===== src/rtl/bcd_display_scanner.sv =====
// Time-multiplexed common-anode 7-segment scanner for a packed 10-digit BCD word.
// New words are applied only at frame boundaries so a scan never mixes two values.
module bcd_display_scanner #(
  parameter int NUM_DIGITS  = 8,
  parameter int REFRESH_DIV = 50000
) (
  input  logic                  clk,
  input  logic                  rst_n,
  input  logic [39:0]           bcd_in,
  input  logic                  bcd_valid,
  input  logic                  blank_en,
  input  logic [NUM_DIGITS-1:0] dp_mask,
  output logic [6:0]            seg_n,
  output logic                  dp_n,
  output logic [NUM_DIGITS-1:0] an_n,
  output logic                  overflow,
  output logic                  frame_done
);

  localparam int PW = $clog2(REFRESH_DIV);
  localparam int IW = (NUM_DIGITS > 1) ? $clog2(NUM_DIGITS) : 1;
  localparam logic [PW-1:0] PMAX = PW'(REFRESH_DIV - 1);
  localparam logic [IW-1:0] IMAX = IW'(NUM_DIGITS - 1);

  logic [PW-1:0]         presc_q, presc_d;
  logic [IW-1:0]         idx_q, idx_d;
  logic [39:0]           pend_q, pend_d;
  logic                  pflag_q, pflag_d;
  logic [39:0]           disp_q, disp_d;

  logic [6:0]            seg_q, seg_d;
  logic                  dp_q, dp_d;
  logic [NUM_DIGITS-1:0] an_q, an_d;
  logic                  ovf_q, ovf_d;
  logic                  fdone_q;

  logic                  tick;
  logic                  boundary;
  logic [NUM_DIGITS-1:0] zabove;
  logic                  zacc;
  logic [3:0]            cur;
  logic                  cur_z;
  logic                  cur_dp;
  logic                  blank;

  function automatic logic [6:0] seg7(input logic [3:0] n);
    case (n)
      4'd0:    return 7'h40;
      4'd1:    return 7'h79;
      4'd2:    return 7'h24;
      4'd3:    return 7'h30;
      4'd4:    return 7'h19;
      4'd5:    return 7'h12;
      4'd6:    return 7'h02;
      4'd7:    return 7'h78;
      4'd8:    return 7'h00;
      4'd9:    return 7'h10;
      default: return 7'h3F;
    endcase
  endfunction

  always_comb begin
    tick     = (presc_q == PMAX);
    boundary = tick && (idx_q == IMAX);
  end

  always_comb begin
    presc_d = tick ? '0 : presc_q + PW'(1);
    idx_d   = idx_q;
    if (tick) begin
      idx_d = (idx_q == IMAX) ? '0 : idx_q + IW'(1);
    end
  end

  // A strobe on the boundary cycle bypasses pending straight to display.
  always_comb begin
    pend_d  = pend_q;
    pflag_d = pflag_q;
    disp_d  = disp_q;
    if (bcd_valid) begin
      pend_d  = bcd_in;
      pflag_d = 1'b1;
    end
    if (boundary) begin
      if (bcd_valid) begin
        disp_d  = bcd_in;
        pflag_d = 1'b0;
      end else if (pflag_q) begin
        disp_d  = pend_q;
        pflag_d = 1'b0;
      end
    end
  end

  always_comb begin
    ovf_d = 1'b0;
    for (int k = 0; k < 10; k++) begin
      if (k >= NUM_DIGITS) begin
        ovf_d = ovf_d | (|disp_q[4*k +: 4]);
      end
    end
  end

  // zabove[i]: digits i..NUM_DIGITS-1 are all zero.
  always_comb begin
    zacc   = 1'b1;
    zabove = '0;
    for (int i = NUM_DIGITS - 1; i >= 0; i--) begin
      zacc      = zacc & (disp_q[4*i +: 4] == 4'd0);
      zabove[i] = zacc;
    end
  end

  always_comb begin
    cur    = '0;
    cur_z  = 1'b0;
    cur_dp = 1'b0;
    an_d   = '1;
    for (int k = 0; k < NUM_DIGITS; k++) begin
      if (idx_q == IW'(k)) begin
        cur     = disp_q[4*k +: 4];
        cur_z   = zabove[k];
        cur_dp  = dp_mask[k];
        an_d[k] = 1'b0;
      end
    end
  end

  always_comb begin
    blank = blank_en && (idx_q != '0) && cur_z && !ovf_d;
    if (ovf_d) begin
      seg_d = 7'h3F;
    end else if (blank) begin
      seg_d = 7'h7F;
    end else begin
      seg_d = seg7(cur);
    end
    dp_d = blank ? 1'b1 : ~cur_dp;
  end

  always_ff @(posedge clk or negedge rst_n) begin
    if (!rst_n) begin
      presc_q <= '0;
      idx_q   <= '0;
      pend_q  <= '0;
      pflag_q <= 1'b0;
      disp_q  <= '0;
      seg_q   <= 7'h7F;
      dp_q    <= 1'b1;
      an_q    <= '1;
      ovf_q   <= 1'b0;
      fdone_q <= 1'b0;
    end else begin
      presc_q <= presc_d;
      idx_q   <= idx_d;
      pend_q  <= pend_d;
      pflag_q <= pflag_d;
      disp_q  <= disp_d;
      seg_q   <= seg_d;
      dp_q    <= dp_d;
      an_q    <= an_d;
      ovf_q   <= ovf_d;
      fdone_q <= boundary;
    end
  end

  assign seg_n      = seg_q;
  assign dp_n       = dp_q;
  assign an_n       = an_q;
  assign overflow   = ovf_q;
  assign frame_done = fdone_q;

endmodule


===== config.mk =====
export PLATFORM = sky130hd
export DESIGN_NAME = bcd_display_scanner
export DESIGN_NICKNAME = d
export VERILOG_FILES = /design/src/rtl/bcd_display_scanner.sv
export SDC_FILE = /design/constraint.sdc
export NUM_CORES = 1
export LEC_CHECK = 0
export ABC_AREA = 1
export ABC_CLOCK_PERIOD_IN_PS = 2260
export BUFFER_PORTS_ARGS = -buffer_cell sky130_fd_sc_hd__buf_2
export CAP_MARGIN = 20
export CORE_UTILIZATION = 30
export DETAILED_ROUTE_END_ITERATION = 8
export PLACE_DENSITY_LB_ADDON = 0.1
export SYNTH_ARGS = -nofsm -noshare
export SYNTH_HDL_FRONTEND = slang
export SYNTH_SLANG_ARGS = --single-unit

===== constraint.sdc =====
create_clock -name clk -period 2.26 [get_ports clk]
set_input_delay 0.452 -clock clk [delete_from_list [all_inputs] [get_ports clk]]
set_output_delay 0.452 -clock clk [all_outputs]
set_load 0.05 [all_outputs]

Yosys cells after proc, flatten, opt, wreduce, memory -nomap -nowiden
Memory sizes are Yosys's and may differ from the RTL's.
Cells that the tools add are included.
{"block": "totals", "input_bits": 52, "wordCells": 92, "romBits": 112, "n_memories": 1, "output_inout_bits": 18, "regBits": 118}
{"memory": "(name not given)", "words": 16, "word_bits": 7, "rd": 1, "rd_clocked_by_memory_dff": 0, "write_ports": 0, "line": "47", "text": "case (n)"}
{"block": "classes", "mux": 43, "addsub": 2, "n_reduce_logical": 19, "eq_ne": 8, "bitwise_logic": 9}
{"op": "40-bit 2-to-1 mux", "count": 2}
{"op": "4-bit zero test", "count": 8}
{"op": "4-bit 2-to-1 mux", "count": 8}
{"op": "1-bit 2-to-1 mux", "count": 29}
{"op": "16-bit by 1-bit adder with 16-bit output (second input constant)", "count": 1}
{"op": "16-bit equality test (second input constant)", "count": 1}
{"op": "16-bit 2-to-1 mux", "count": 1}
{"op": "7-bit 2-to-1 mux", "count": 2}
{"op": "3-bit equality test (second input constant)", "count": 4}
{"op": "4-bit OR reduction", "count": 2}
{"op": "1-bit AND", "count": 7}
{"op": "3-bit by 2-bit equality test with 1-bit output (second input constant)", "count": 2}
{"op": "1-bit logical AND", "count": 4}
{"op": "3-bit by 1-bit adder with 3-bit output (second input constant)", "count": 1}
{"op": "3-bit by 1-bit equality test with 1-bit output (second input constant)", "count": 1}
{"op": "3-bit zero test", "count": 1}
{"op": "3-bit 2-to-1 mux", "count": 1}
{"op": "3-bit nonzero test", "count": 1}
{"op": "2-bit AND reduction", "count": 1}
{"op": "2-bit nonzero test", "count": 1}
{"op": "1-bit zero test", "count": 1}
{"op": "1-bit inverter", "count": 1}
{"op": "1-bit bitwise OR", "count": 1}

Logic depth before layout (Yosys ltp)
{"block": "depth", "depth_word": 20, "depth_mapped": 22, "depth_no_buf": 22}

Worst setup path after synthesis
No wires, ideal clock.
{"block": "synth_path", "path_type": "register to register", "from": "reg idx_q[0]", "to": "reg seg_q[3], in the netlist seg_n[3]", "path_stages_with_launch": 15, "path_buffers": 0, "required_ns": 2.175, "synth_period_minus_slack_ns": 2.197, "t_arrival_ns": 2.112, "setup_time_ns": 0.085, "slack_ns": 0.063, "path_cell_list": "dfrtp_1 -> ha_1 -> ha_1 -> clkinv_1 -> or2_2 -> nand2_1 -> inv_1 -> ha_1 -> inv_1 -> nand2_1 -> nand2_1 -> nand2_1 -> nand2_1 -> inv_1 -> nand3_1"}
{"block": "synth_between", "elab_chain_len": 13, "word_cells_on_any_way": 31, "classes_between": "7 x eq/ne; 18 x mux; 5 x reduce/logical; 1 x memory"}
{"element": "start: declaration", "line": "26", "text": "logic [IW-1:0] idx_q, idx_d;"}
{"element": "start signal: assignment", "line": "155", "text": "idx_q <= idx_d;"}
{"element": "parallel branches: the longest is 11 deep, another holds memory read 16 x 7 bit"}
{"element": "7-bit 2-to-1 mux *", "line": "133", "text": "end else if (blank) begin"}
{"element": "7-bit 2-to-1 mux *", "line": "131", "text": "if (ovf_d) begin"}
{"element": "named net seg_d[3]", "line": "31", "text": "logic [6:0] seg_q, seg_d;"}
{"element": "end signal: assignment", "line": "159", "text": "seg_q <= seg_d;"}
{"element": "end: declaration", "line": "31"}
Mark *: on every way through the listed nets, which the timed path passes.
A chain may end at the register's enable or synchronous reset.

Final worst setup path
{"block": "layout_path", "from": "reg idx_q[0]", "to": "reg seg_q[4], in the netlist seg_n[4]"}
The elaborated chain is that of the path after synthesis.

==> out/qor.txt <==
OUTCOME
--------------------------------------------------------------------------------------------------
Status                                                                                finished, violations left
Violations in the final reports                                                                DRC

WORST SETUP PATH
--------------------------------------------------------------------------------------------------
Critical path's slowest cell                                                          sky130_fd_sc_hd__dfrtp_1
Data arrival time of the critical path                                                     2.48 ns
Top cell family by delay on the critical path                                         simple AND/OR/NAND/NOR gates
Beginning of the worst register-to-register path                                          idx_q[0]
Critical path endpoint category                                                           register
Worst Setup Start Kind                                                                    register
Count of buffering cells on the critical path with inverters included                            3
Number of cells on the worst reg-to-reg path                                                    20
Required time reported for the critical path endpoint                                      2.61 ns
Slowest Stage Delay on Critical Path                                                       0.40 ns
Most used cell, CP                                                                    sky130_fd_sc_hd__nand2_1
Critical path, cell by cell                                                           inv_2 > ha_4 > inv_1 > nor2_4 > nand2_1 > nand3_2 > nand2_2 > nand2_1 > nand2_1 > nand2_1 > nand2_1 > nand2_2 > nand2_4 > buf_6 > ha_4 > nand2_2 > nand3_2 > nor2_2 > nor2_2 > nand3_1
Minimum setup slack among reg-to-reg paths                                                 0.12 ns
Worst R2R End                                                                             seg_n[4]
Critical path start-end classification                                                  reg -> reg
Max Fanout on Critical Path                                                                      4

SYNTH
--------------------------------------------------------------------------------------------------
Syn nets                                                                                       674
Gate count after technology mapping                                                            610
Number of warning messages in the yosys log                                                      0
Mux contribution to synthesized area                                                         8.63%
Flip-flop and latch count after synthesis                                                      118
Average instance area after synthesis                                                   9.13 sq um
Post-Synth Adder-Cell Area                                                                   2.70%
Share of synthesized area occupied by flip-flops and latches                                 53.4%
Simple-gate share of the synthesized area                                                    25.5%
Fraction of the mapped netlist area in compound gates                                        2.94%
Number of distinct standard cells referenced by the synthesized netlist                         33
Combined area of all synthesized cells                                                0.00557 sq mm
Top-area cell type share of the netlist area                                                 45.8%
Post-synthesis share of cell area spent on xor and xnor gates                               0.157%
Combinational family with the most area after synthesis                               simple AND/OR/NAND/NOR gates
Area leader, netlist                                                                  sky130_fd_sc_hd__dfrtp_1
Synth area leaders                                                                    sky130_fd_sc_hd__dfrtp_1, sky130_fd_sc_hd__nand2_1, sky130_fd_sc_hd__dfstp_2

WORST HOLD PATH
--------------------------------------------------------------------------------------------------
Min-Delay Endpoint                                                                      pend_q[32]
Worst hold path startpoint                                                              bcd_in[32]
Type of the tightest min-delay check                                                     in -> reg
WHS Path Cells                                                                                   3

CLOCK TREE
--------------------------------------------------------------------------------------------------
Clock transition time at the flip-flop clock pins of the worst setup and hold paths        0.06 ns
TritonCTS clock tree                                                                         built
Maximum clock path buffer count                                                                  2
Number of H-tree levels                                                                          4
Num Clock Sinks                                                                                118
TritonCTS Buffers                                                                               17
Clk_lat worst skew                                                                         0.41 ns
Root buf cell                                                                         sky130_fd_sc_hd__clkbuf_16

CELLS AND AREA
--------------------------------------------------------------------------------------------------
Final design area excluding fillers                                                   0.00718 sq mm
Layout filler cell count                                                                      1819
Most common cell after layout, fill and taps aside                                    sky130_fd_sc_hd__nand2_1
End-of-flow core utilization                                                                 39.7%
Share of final-layout standard cells stronger than drive strength 1                          33.2%
FF/Latch Area                                                                         0.00297 sq mm
Final net count                                                                                783
Area used by multi-input combinational logic                                          0.00235 sq mm
Ant. Diodes                                                                                      0
Area added between synthesis and finish                                                      28.9%
Commonest cells after routing, fill and taps aside                                    sky130_fd_sc_hd__nand2_1, sky130_fd_sc_hd__dfrtp_1, sky130_fd_sc_hd__buf_2
Final cell count without fillers                                                               961

PLACE
--------------------------------------------------------------------------------------------------
Number of buffers inserted by port buffering                                                    69
Cell count after placement                                                                     921
Pre-CTS worst setup slack                                                               -0.0152 ns
Placed wire-length estimate                                                                8.94 mm
Placed instance area                                                                  0.00635 sq mm
GP Congestion                                                                                0.832

TIMING
--------------------------------------------------------------------------------------------------
Final critical-path required period                                                        2.14 ns
RSZ-0062 raised after global routing                                                           yes
Final critical-path share of the clock period                                                94.5%
Maximum clock frequency                                                                  0.468 GHz
Transition at the pin with the smallest max-transition slack                              0.438 ns
Final hold violations                                                                            0
Setup Skew                                                                              0.00807 ns
Number of setup violations in the final report                                                   0
Post-route setup slack                                                                    0.124 ns
Max-slew violation count                                                                         0
Relative slew slack                                                                          70.8%

DIE
--------------------------------------------------------------------------------------------------
Die W                                                                                       138 um
# IOs                                                                                           70
Initial cell density of the core                                                             30.8%
Row Count                                                                                       49
Area enclosed by the die boundary                                                     0.0191 sq mm
Standard cell core area                                                               0.0181 sq mm
Die Ht                                                                                      138 um

ROUTING
--------------------------------------------------------------------------------------------------
Detailed-routed wire length on met2                                                        6.21 mm
Number of search-and-repair iterations in the first detailed-routing pass                        6
Post-detailed-route wirelength per cell                                                    13.1 um
DRC violations left                                                                             11
Initial detailed-routing violation count                                                       176
Routed wire length                                                                         12.6 mm
Routed metal-1 wirelength                                                                  5.87 mm
Highest signal layer in the routed design                                                     met4
ANT nets after route                                                                             0
Met3 layer wire length in the routed design                                                 339 um
Average via count per standard cell                                                           4.36
Routed vias                                                                                   4190

FLOW RUN
--------------------------------------------------------------------------------------------------
Max-cap violations                                                                               0

POWER AND IR DROP
--------------------------------------------------------------------------------------------------
Flop pwr share                                                                               42.0%
Power density over cell area                                                           729 mW/mm^2
Leakage component of the power                                                          0.00386 uW
Internal                                                                                   4110 uW
Power dissipated by switching net loads                                                    1130 uW
Clock power share                                                                            53.9%
Logic pwr share                                                                               4.1%
Sum of internal, switching and leakage power                                               5240 uW
Proportion of total power due to net switching                                               21.6%
Worst-case vdd ir drop                                                                  0.000474 V

GRT
--------------------------------------------------------------------------------------------------
Global-route usage over all layers                                                           14.4%
Global-route wire length before repair                                                     21.7 mm
Grt total ovfl                                                                                   0
Antenna violations before repair                                                                 0
Number of global-route vias before repair                                                     4403
Pin count of the biggest net entering global routing                                            53

[stage by stage]
stage / hold slack [ns] / setup TNS (ns)
after CTS: 0.240 / 0
after global routing: 0.257 / -0.150
after global placement: 0.432 / 0
final: 0.260 / 0
after floorplan: 0.156 / 0
after detailed placement: 0.434 / -0.0152
[cell families (layout without fill, tap and decap cells)]
family / count (synthesis) / in the layout
AOI/OAI and AO/OA: 28 / 28
xor gates and xnor gates: 1 / 1
adders and majority gates: 12 / 12
buffers and inverters: 84 / 206
DFF: 118 / 118
muxes: 40 / 40
and+or+nand+nor: 327 / 327
[worst max path at each step]
stage | from | end | cells after the start | slack [ns]
3_5_place_dp | idx_q[0] | seg_n[3] | 21 | -0.02
2_1_floorplan | idx_q[0] | seg_n[3] | 14 | 0.06
4_1_cts | idx_q[1] | seg_n[3] | 22 | 0.001
3_3_place_gp | idx_q[0] | seg_n[3] | 21 | 0.01
6_report | idx_q[0] | seg_n[4] | 20 | 0.12
5_1_grt | idx_q[1] | seg_n[5] | 20 | -0.04
[repair_timing]
item	4_1_cts	5_1_grt
pin swaps	0	19
setup endpoints to repair	1	8
endpoints found under the hold margin	26	0
setup buffers	0	7
hold buffers	1	0
resized for setup	2	38
[cells in the mapped netlist]
library cell / n
sky130_fd_sc_hd__or2_1: 2
sky130_fd_sc_hd__nor3_1: 3
sky130_fd_sc_hd__clkinv_1: 1
sky130_fd_sc_hd__o21ai_2: 2
sky130_fd_sc_hd__a21oi_1: 9
sky130_fd_sc_hd__nand3_2: 1
sky130_fd_sc_hd__nand2_1: 217
sky130_fd_sc_hd__mux2_4: 8
sky130_fd_sc_hd__nor4_1: 10
sky130_fd_sc_hd__mux2_1: 10
sky130_fd_sc_hd__nand3_1: 28
sky130_fd_sc_hd__a31oi_1: 1
sky130_fd_sc_hd__inv_6: 1
sky130_fd_sc_hd__clkbuf_1: 10
sky130_fd_sc_hd__o21ai_1: 1
sky130_fd_sc_hd__dfstp_2: 16
sky130_fd_sc_hd__a211oi_2: 1
sky130_fd_sc_hd__o211ai_1: 3
sky130_fd_sc_hd__buf_6: 7
sky130_fd_sc_hd__o21ai_0: 11
sky130_fd_sc_hd__nand2_2: 6
sky130_fd_sc_hd__nand3b_1: 1
sky130_fd_sc_hd__ha_1: 12
sky130_fd_sc_hd__mux2_2: 22
sky130_fd_sc_hd__dfrtp_1: 102
sky130_fd_sc_hd__nor2_4: 3
sky130_fd_sc_hd__nor2_1: 39
sky130_fd_sc_hd__xor2_1: 1
sky130_fd_sc_hd__inv_1: 62
sky130_fd_sc_hd__or2_2: 5
sky130_fd_sc_hd__nand2_4: 7
sky130_fd_sc_hd__nand4_1: 5
sky130_fd_sc_hd__inv_2: 3
[layer usage]
| metal | global-route usage [%] | vias to the layer above |
|---|---|---|
| met4 | 5.56 | 0 |
| met1 | 18.1 | 1984 |
| met5 | 0 | - |
| li1 | - | 2141 |
| met3 | 3.33 | 15 |
| met2 | 24.0 | 50 |
[layout make-up]
type / count / area share [%]
Timing Repair Buffer: 107 / 9.43
Tap cell: 229 / 3.99
Multi-Input combinational cell: 408 / 32.8
Sequential cell: 118 / 41.4
Inverter: 67 / 3.64
Clock inverter: 11 / 2.04
Clock buffer: 21 / 6.69
[worst register-to-register path: cells and delay by family (launching register included)]
family        cells  cell delay (ns)
fa+ha+maj         2             0.30
buf+inv           3             0.31
flops             1             0.40
simple gates     15             1.08
[sequential cells by signal, summed over array words and instances, names as in the netlist]
register and count:
overflow 1, idx_q 3, an_n 8, frame_done 1, presc_q 16, pend_q 40
pflag_q 1, seg_n 7, dp_n 1, disp_q 40
[power by group through the flow]
stage	Sequential (uW)	Combinational, uW	Clock [uW]
2_1_floorplan	2230	88.7	0
3_3_place_gp	2230	222	0
3_5_place_dp	2230	226	0
4_1_cts	2200	228	2910
5_1_grt	2200	257	2980
6_report	2200	217	2820
(Power assumes the default switching activity.)
